==> src/rtl/proc_control_if.sv <==
// ---------------------------------------------------------------------------
// proc_control_if
//   Bus bundle between the proc_control sequencer and its environment.
//
//   Inputs to the sequencer (driven by master):
//     Run     start request, sampled only while idle (T0)
//     DIN     16-bit external data bus, DIN[8:0] is the instruction word
//   Outputs from the sequencer (driven by slave):
//     Select  one-hot bus-source select: bit9 DIN, bit8 G, bit7 R0 .. bit0 R7
//     Rin     register load enables, Rin[k] loads Rk
//     IRin    instruction-register load strobe
//     Ain     operand register A load strobe
//     Gin     result register G load strobe
//     AddSub  ALU operation, 0 = A+bus, 1 = A-bus
//     Done    single-cycle instruction-complete pulse
//     IR      current instruction register contents
// ---------------------------------------------------------------------------
interface proc_control_if;
    logic        Run;
    logic [15:0] DIN;
    logic [9:0]  Select;
    logic [7:0]  Rin;
    logic        IRin;
    logic        Ain;
    logic        Gin;
    logic        AddSub;
    logic        Done;
    logic [8:0]  IR;

    modport master (
        output Run, DIN,
        input  Select, Rin, IRin, Ain, Gin, AddSub, Done, IR
    );

    modport slave (
        input  Run, DIN,
        output Select, Rin, IRin, Ain, Gin, AddSub, Done, IR
    );
endinterface

==> src/rtl/proc_control.sv <==
// ---------------------------------------------------------------------------
// proc_control
//   Control sequencer for a simple 8-register processor datapath.
//   A four-state machine (T0..T3) fetches a 9-bit instruction from DIN and
//   issues the bus-select and load strobes needed to execute it:
//     000 mv  Rx,Ry    T1: Select=Ry, Rin[x], Done
//     001 mvi Rx,#DIN  T1: Select=DIN, Rin[x], Done
//     010 add Rx,Ry    T1: Select=Rx, Ain  T2: Select=Ry, Gin  T3: Select=G, Rin[x], Done
//     011 sub Rx,Ry    as add, with AddSub=1 in T2
//     1xx reserved     T1: Done only
//
//   Ports:
//     Clock   rising-edge clock
//     Resetn  asynchronous active-low reset (state -> T0, IR -> 0)
//     bus     proc_control_if.slave: Run/DIN in, strobes/Select/IR out
//
//   Only the state and IR are registered; every strobe is decoded
//   combinationally from state, Run and IR so that IRin tracks Run in T0.
// ---------------------------------------------------------------------------
module proc_control (
    input  logic           Clock,
    input  logic           Resetn,
    proc_control_if.slave  bus
);

    typedef enum logic [1:0] {
        T0 = 2'd0,
        T1 = 2'd1,
        T2 = 2'd2,
        T3 = 2'd3
    } state_t;

    typedef enum logic [2:0] {
        OP_MV  = 3'b000,
        OP_MVI = 3'b001,
        OP_ADD = 3'b010,
        OP_SUB = 3'b011
    } opcode_t;

    state_t     r_state;
    logic [8:0] r_ir;

    opcode_t    w_opcode;
    logic [2:0] w_rx;
    logic [2:0] w_ry;
    logic       w_is_alu;

    assign w_opcode = opcode_t'(r_ir[8:6]);
    assign w_rx     = r_ir[5:3];
    assign w_ry     = r_ir[2:0];
    assign w_is_alu = (w_opcode == OP_ADD) || (w_opcode == OP_SUB);

    // Register n drives Select bit (7-n): R0 on bit7 down to R7 on bit0.
    function automatic logic [9:0] f_reg_sel(input logic [2:0] n);
        return {2'b00, 8'h80 >> n};
    endfunction

    function automatic logic [7:0] f_rin(input logic [2:0] n);
        return 8'h01 << n;
    endfunction

    // -----------------------------------------------------------------------
    // State and instruction register
    // -----------------------------------------------------------------------
    always_ff @(posedge Clock or negedge Resetn) begin
        if (!Resetn) begin
            r_state <= T0;
            r_ir    <= '0;
        end else begin
            case (r_state)
                T0: begin
                    if (bus.Run) begin
                        r_ir    <= bus.DIN[8:0];
                        r_state <= T1;
                    end
                end
                T1: begin
                    r_state <= w_is_alu ? T2 : T0;
                end
                T2: begin
                    r_state <= T3;
                end
                T3: begin
                    r_state <= T0;
                end
                default: begin
                    r_state <= T0;
                end
            endcase
        end
    end

    // -----------------------------------------------------------------------
    // Output decode
    // -----------------------------------------------------------------------
    always_comb begin
        bus.Select = '0;
        bus.Rin    = '0;
        bus.IRin   = 1'b0;
        bus.Ain    = 1'b0;
        bus.Gin    = 1'b0;
        bus.AddSub = 1'b0;
        bus.Done   = 1'b0;

        case (r_state)
            T0: begin
                // Reset already forces T0; gating here keeps IRin low while
                // Resetn is held even if Run is high.
                bus.IRin = bus.Run & Resetn;
            end
            T1: begin
                case (w_opcode)
                    OP_MV: begin
                        bus.Select = f_reg_sel(w_ry);
                        bus.Rin    = f_rin(w_rx);
                        bus.Done   = 1'b1;
                    end
                    OP_MVI: begin
                        bus.Select = 10'b10_0000_0000;
                        bus.Rin    = f_rin(w_rx);
                        bus.Done   = 1'b1;
                    end
                    OP_ADD, OP_SUB: begin
                        bus.Select = f_reg_sel(w_rx);
                        bus.Ain    = 1'b1;
                    end
                    default: begin
                        bus.Done = 1'b1;
                    end
                endcase
            end
            T2: begin
                bus.Select = f_reg_sel(w_ry);
                bus.Gin    = 1'b1;
                bus.AddSub = (w_opcode == OP_SUB);
            end
            T3: begin
                bus.Select = 10'b01_0000_0000;
                bus.Rin    = f_rin(w_rx);
                bus.Done   = 1'b1;
            end
            default: begin
                bus.Select = '0;
            end
        endcase
    end

    assign bus.IR = r_ir;

endmodule

==> src/flat_wrapper.sv <==
// flat-port wrapper written by rule: the top's interface ports become plain ports
module proc_control_flat 
  (Clock, Resetn, bus_Run, bus_DIN, bus_Select, bus_Rin, bus_IRin, bus_Ain, bus_Gin, bus_AddSub, bus_Done, bus_IR);
  proc_control_if bus_i ();
  input  logic Clock;
  input  logic Resetn;
  input wire logic [$bits(bus_i.Run)-1:0] bus_Run;
  input wire logic [$bits(bus_i.DIN)-1:0] bus_DIN;
  output wire logic [$bits(bus_i.Select)-1:0] bus_Select;
  output wire logic [$bits(bus_i.Rin)-1:0] bus_Rin;
  output wire logic [$bits(bus_i.IRin)-1:0] bus_IRin;
  output wire logic [$bits(bus_i.Ain)-1:0] bus_Ain;
  output wire logic [$bits(bus_i.Gin)-1:0] bus_Gin;
  output wire logic [$bits(bus_i.AddSub)-1:0] bus_AddSub;
  output wire logic [$bits(bus_i.Done)-1:0] bus_Done;
  output wire logic [$bits(bus_i.IR)-1:0] bus_IR;
  assign bus_i.Run = bus_Run;
  assign bus_i.DIN = bus_DIN;
  assign bus_Select = bus_i.Select;
  assign bus_Rin = bus_i.Rin;
  assign bus_IRin = bus_i.IRin;
  assign bus_Ain = bus_i.Ain;
  assign bus_Gin = bus_i.Gin;
  assign bus_AddSub = bus_i.AddSub;
  assign bus_Done = bus_i.Done;
  assign bus_IR = bus_i.IR;
  proc_control u_core (.Clock(Clock), .Resetn(Resetn), .bus(bus_i));
endmodule
==> config.mk <==
export PLATFORM = sky130hd
export DESIGN_NAME = proc_control_flat
export DESIGN_NICKNAME = d
export VERILOG_FILES = /design/src/rtl/proc_control_if.sv /design/src/rtl/proc_control.sv /design/src/flat_wrapper.sv
export SDC_FILE = /design/constraint.sdc
export NUM_CORES = 1
export LEC_CHECK = 0
export BUFFER_PORTS_ARGS = -buffer_cell sky130_fd_sc_hd__buf_2
export CAP_MARGIN = 20
export CORE_MARGIN = 8
export CORE_UTILIZATION = 43
export CTS_BUF_LIST = sky130_fd_sc_hd__clkbuf_16
export DETAILED_ROUTE_END_ITERATION = 12
export HOLD_SLACK_MARGIN = 0.15
export PLACE_DENSITY = 0.83
export SYNTH_ARGS = -nofsm -noshare
export SYNTH_HDL_FRONTEND = slang
export SYNTH_SLANG_ARGS = --single-unit
export TNS_END_PERCENT = 50
==> constraint.sdc <==
create_clock -name Clock -period 2.2 [get_ports Clock]
set_clock_uncertainty 0.1 [all_clocks]
set_input_delay 0 -clock Clock [delete_from_list [all_inputs] [get_ports Clock]]
set_output_delay 0 -clock Clock [all_outputs]
set_load 0.01 [all_outputs]
==> results_dict.tcl, run 1 <==
set metrics [dict create \
    hpwl_mm 1.65 \
    ff2ff_path_depth 4 \
    postSynthAreaPerCell_sq_um 10.0 \
    r2r_end "u_core.bus.IR[7]$_DFFE_PN0P_" \
    final_util_pct 68.6 \
    ys_seq_area_share_pct 37.7 \
    min_to "u_core.bus.IR[4]$_DFFE_PN0P_" \
    clkSinkCount 11 \
    wl_per_cell_um 16.4 \
    ant_nets 0 \
    post_cts_buffers 0 \
    slew_viol_final 0 \
    track_usage_pct 14.9 \
    diodes 0 \
    worst-path-max-fanout 12 \
    critPathLaunchType "flip-flop" \
    rows 15 \
    syn_inst 73 \
    r2r_slack_ns 0.23 \
    crit_arrival_ns 2.03 \
    drive_gt1_share_pct 41.5 \
    min-delay-start "bus_DIN[4]" \
    cts_hold_buf 13 \
    cts_resized 0 \
    worstSkewPairLatency_ns 0.24 \
    ys_ff_latch 11 \
    drc 0 \
    grt_setup_unrepaired "no" \
    cp-end-kind "flip-flop" \
    port_buffers 43 \
    ys_types 24 \
    status "completed" \
    die_w_um 57.2 \
    clk_pin_slew_ns 0.04 \
    total_power_mw 1.45 \
    hold_viol_final 0 \
    grt_first_pass_wirelength_mm 3.76 \
    die_area_sq_um 3270 \
    ys_warn_count 0 \
    num_vias 807 \
    max_cap_viol_count 0 \
    p_leak_nw 0.566 \
    cts_tree "built" \
    drt-total-wl_mm 2.41 \
    finalSetupTns_ns 0 \
    vias_per_cell 5.49 \
    period_needed_ns 1.97 \
    post-place-ws_ns 0.554 \
    final.setup.worst_slack_ns 0.228 \
    synthTopCellsByCount "dfrtp_1, nor2_1, mux2_1, nand2_1, o22ai_1" \
    io_pins 51 \
    root_buffer "clkbuf_16" \
    cts_buffer_depth 2 \
    die_y_um 57.2 \
    firstDrtPassIters 4 \
    grt_antenna_before_repair 0 \
    nNetsFinal 150 \
    globalplace.congestion 0.826 \
    max_freq_mhz 507 \
    synth_edf_count 0 \
    synth_top_area_cell "dfrtp_1" \
    grt-ovfl-total 0 \
    start_util_pct 43.7 \
    min_period_over_period_pct 89.6 \
    hold_class "in -> reg" \
    synthDominantCellAreaShare_pct 37.7 \
    ir_worst_vdd_v 0.000760 \
    synthTopCellsByArea "dfrtp_1, mux2_1, nor2_1" \
    async_flop_share_pct 100 \
    ys.flop_type "dfrtp_1" \
    drt_iter0_markers 20 \
    syn_nets 92 \
    grt_max_degree 13 \
    crit_type "reg -> reg" \
    first_global_vias 796 \
    area_delta_synth_final_pct 56.8 \
    holdPathStages 3 \
    powerDensity_nw_per_um2 1270 \
    htree_num_levels 1 \
    syn_area_sq_um 731 \
    critical_path_required_ns 2.26 \
    worst_pin_slew_ns 0.562 \
    slew_headroom_pct 62.5 \
    cts_buffers 3 \
    finalSetupViolations 0 \
    core_region_area_sq_um 1670 \
]
## flip-flops by register name (all words and copies together) (netlist names), named ones only
name and cells:
u_core.r_state 1, u_core.bus.IR 9
## worst max path at each step
stage	end	slack, ns	depth (start not counted)
floorplan	u_core.bus.IR[1]$_DFFE_PN0P_	0.78	4
global placement	u_core.bus.IR[3]$_DFFE_PN0P_	0.59	2
detailed placement	u_core.bus.IR[3]$_DFFE_PN0P_	0.55	2
CTS	u_core.bus.IR[7]$_DFFE_PN0P_	0.25	4
global route	u_core.bus.IR[7]$_DFFE_PN0P_	0.08	4
finish	u_core.bus.IR[7]$_DFFE_PN0P_	0.23	4
## metal layers
metal  track usage (%)  vias up  wire length [um]
met5                 0        -                 0
li1                  -      380                 -
met4              10.0        0                76
met2              28.3       33              1350
met1              13.6      386               852
met3              3.59        8               134
## through the flow
step	cells	hold WS, ns	cell area, sq um
2_1_floorplan	73	-0.396	731
3_3_place_gp	130	-0.218	937
3_5_place_dp	130	-0.216	937
4_1_cts	147	0.421	1150
5_1_grt	147	0.429	1150
6_report	147	0.412	1150
## cells by family after synthesis
family	Yosys count	share of synthesized area (%)
multiplexers	7	10.8
AND/OR/NAND/NOR	34	27.9
buffers and inverters	6	5.65
flip-flops	11	37.7
AO/OA/AOI/OAI	15	18.0
## placed cells by master (no fill, tap or decap)
cell,instances
a22oi_2,1
a2bb2oi_2,1
and2_1,3
and4bb_2,1
buf_2,43
clkbuf_16,3
dfrtp_1,11
dlygate4sd3_1,13
inv_1,3
inv_2,1
mux2_1,7
nand2_1,7
nand2b_1,5
nor2_1,11
nor2b_1,1
nor3_1,2
nor3b_4,1
nor4b_1,1
nor4b_4,1
o211ai_1,2
o21ai_1,2
o22ai_1,6
o31a_1,1
o32ai_2,2
or2_1,1
## report_power, final
part	leakage (nW)	internal [mW]	switching (mW)
Sequential	0.132	0.298	0.192
Clock	0.0423	0.238	0.0844
Combinational	0.391	0.299	0.340
## critical path, cell delays in order, from the launching register on
cell and delay, ns:
dfrtp_1 0.51, nor3b_4 0.55, nand2_1 0.10, dlygate4sd3_1 0.57, o21ai_1 0.07
## area by class of cell
class | instances | area [sq um]
Timing Repair Buffer | 56 | 345
Inverter | 3 | 11.3
Multi-Input combinational cell | 56 | 414
Sequential cell | 11 | 275
Clock buffer | 3 | 75.1
Tap cell | 17 | 21.3
Clock inverter | 1 | 3.75
Fill cell | 108 | 524
(Power assumes the default switching activity.)
==> run 2: changes to the inputs <==
--- a/config.mk
+++ b/config.mk
@@ -7,12 +7,13 @@
 export LEC_CHECK = 0
 export BUFFER_PORTS_ARGS = -buffer_cell sky130_fd_sc_hd__buf_2
 export CAP_MARGIN = 20
+export CORE_ASPECT_RATIO = 1.4
 export CORE_MARGIN = 8
-export CORE_UTILIZATION = 43
+export CORE_UTILIZATION = 40
 export CTS_BUF_LIST = sky130_fd_sc_hd__clkbuf_16
 export DETAILED_ROUTE_END_ITERATION = 12
 export HOLD_SLACK_MARGIN = 0.15
-export PLACE_DENSITY = 0.83
+export PLACE_DENSITY = 0.78
 export SYNTH_ARGS = -nofsm -noshare
 export SYNTH_HDL_FRONTEND = slang
 export SYNTH_SLANG_ARGS = --single-unit
==> constraint.sdc (replaced) <==
create_clock -name Clock -period 1.9 [get_ports Clock]
set_clock_uncertainty 0.1 [all_clocks]
set_input_delay 0 -clock Clock [delete_from_list [all_inputs] [get_ports Clock]]
set_output_delay 0 -clock Clock [all_outputs]
set_load 0.01 [all_outputs]
==> run 2 against run 1 <==
Via count down 3.2%. Flip-flop and latch count unchanged. Setup slack worse by 0.096 ns. Register-to-register slack better by 0.10 ns. Sequential share of layout area down 0.052 points. Highest routed layer unchanged.
==> results_dict.tcl, run 2 (synthesized netlist as in run 1, its figures left out) <==
set metrics [dict create \
    root_buffer "clkbuf_16" \
    holdPathStages 4 \
    period_needed_ns 1.77 \
    worst_pin_slew_ns 0.513 \
    final.setup.worst_slack_ns 0.133 \
    slew_viol_final 0 \
    p_leak_nw 0.567 \
    ff2ff_path_depth 2 \
    post_cts_buffers 0 \
    worstSkewPairLatency_ns 0.23 \
    grt_max_degree 12 \
    grt_first_pass_wirelength_mm 3.65 \
    drc 0 \
    die_area_sq_um 3470 \
    start_util_pct 42.1 \
    hpwl_mm 1.78 \
    htree_num_levels 1 \
    design_area_sq_um 1150 \
    drt_iter0_markers 19 \
    post-place-ws_ns 0.326 \
    largest_reg_flops 9 \
    drive_gt1_share_pct 43.1 \
    critPathLaunchType "flip-flop" \
    track_usage_pct 13.5 \
    min_period_over_period_pct 93.0 \
    hold_viol_final 0 \
    cts_buffers 3 \
    nNetsFinal 150 \
    num_vias 781 \
    ant_nets 0 \
    clkSinkCount 11 \
    diodes 0 \
    grt_antenna_before_repair 0 \
    firstDrtPassIters 4 \
    fin_cells 150 \
    vias_per_cell 5.21 \
    die_y_um 66.6 \
    core_region_area_sq_um 1730 \
    placedCellCount 134 \
    finalSetupViolations 0 \
    status "completed" \
    final_util_pct 66.2 \
    powerDensity_nw_per_um2 1470 \
    r2r_end "u_core.bus.IR[2]$_DFFE_PN0P_" \
    crit_type "reg -> out" \
    clk_pin_slew_ns 0.04 \
    io_pins 51 \
    cts_resized 0 \
    min_to "u_core.bus.IR[7]$_DFFE_PN0P_" \
    globalplace.congestion 0.791 \
    rows 18 \
    fillers 135 \
    critical_path_required_ns 1.80 \
    die_w_um 52.1 \
    slew_headroom_pct 65.7 \
    grt-ovfl-total 0 \
    placedInstanceArea_sq_um 948 \
    cp-end-kind "primary output" \
    port_buffers 43 \
    final_common_cell "buf_2" \
    hold_class "in -> reg" \
    cts_tree "built" \
    max_cap_viol_count 0 \
    ir_worst_vdd_v 0.000795 \
    min-delay-start "bus_DIN[7]" \
    grt_setup_unrepaired "no" \
    wl_per_cell_um 15.7 \
    max_freq_mhz 566 \
    mostFrequentLayoutCells "buf_2, dlygate4sd3_1, nor2_1, dfrtp_1" \
    drt-total-wl_mm 2.35 \
    worst-path-max-fanout 9 \
    crit_arrival_ns 1.67 \
    cts_buffer_depth 2 \
    first_global_vias 807 \
    finalSetupTns_ns 0 \
    area_delta_synth_final_pct 57.2 \
    r2r_slack_ns 0.33 \
]
run 2: per-layer routing:
| layer | share of wire [%] | up-vias | routed length [um] | GRT usage (%) |
|---|---|---|---|---|
| met4 | 0.85 | 0 | 20 | 7.00 |
| met1 | 36 | 382 | 856 | 12.6 |
| li1 | - | 374 | - | - |
| met3 | 5.0 | 4 | 118 | 3.12 |
| met5 | 0 | - | 0 | 0 |
| met2 | 58 | 21 | 1360 | 25.8 |
run 2: critical path: stages, from the launching register on:
cell     delay (ns)
dfrtp_1        0.51
nor3b_4        0.46
buf_4          0.22
and2_1         0.11
buf_2          0.13
run 2: power breakdown:
| part | internal, mW | leakage [nW] | switching (mW) | total [mW] |
|---|---|---|---|---|
| clock network | 0.278 | 0.0409 | 0.0987 | 0.377 |
| logic | 0.350 | 0.394 | 0.393 | 0.743 |
| registers | 0.344 | 0.132 | 0.223 | 0.567 |
run 2: worst max-delay path by stage:
stage	from	slack, ns	cells after the start	to
floorplan	u_core.r_state[0]$_DFFE_PN0P_	0.48	4	u_core.bus.IR[1]$_DFFE_PN0P_
global placement	flip-flop	0.35	2	u_core.bus.IR[4]$_DFFE_PN0P_
detailed placement	flip-flop	0.33	2	u_core.bus.IR[1]$_DFFE_PN0P_
CTS	flip-flop	0.11	4	bus_IRin
global route	u_core.r_state[0]$_DFFE_PN0P_	0.01	4	bus_Select[6]
finish	flip-flop	0.13	4	bus_IRin
run 2: area by class of cell:
type / instances / area (sq um) / area share (%)
clock buffer: 3 / 75.1 / 6.54
tap: 20 / 25.0 / 2.18
inverter: 3 / 11.3 / 0.980
multi-input combinational: 56 / 414 / 36.1
sequential: 11 / 275 / 24.0
clock inverter: 1 / 5.00 / 0.436
timing repair buffer: 56 / 343 / 29.8
run 2: what timing repair did:
| item | 4_1_cts | 5_1_grt |
|---|---|---|
| hold buffers | 12 | 0 |
| setup endpoints to repair | 0 | 0 |
| endpoints found under the hold margin | 21 | 0 |
run 2: stage by stage:
| step | hold WS (ns) | power [mW] |
|---|---|---|
| 5_1_grt | 0.435 | 1.79 |
| 4_1_cts | 0.406 | 1.70 |
| 3_3_place_gp | -0.214 | 1.25 |
| 6_report | 0.406 | 1.69 |
| 2_1_floorplan | -0.396 | 1.01 |
| 3_5_place_dp | -0.212 | 1.29 |
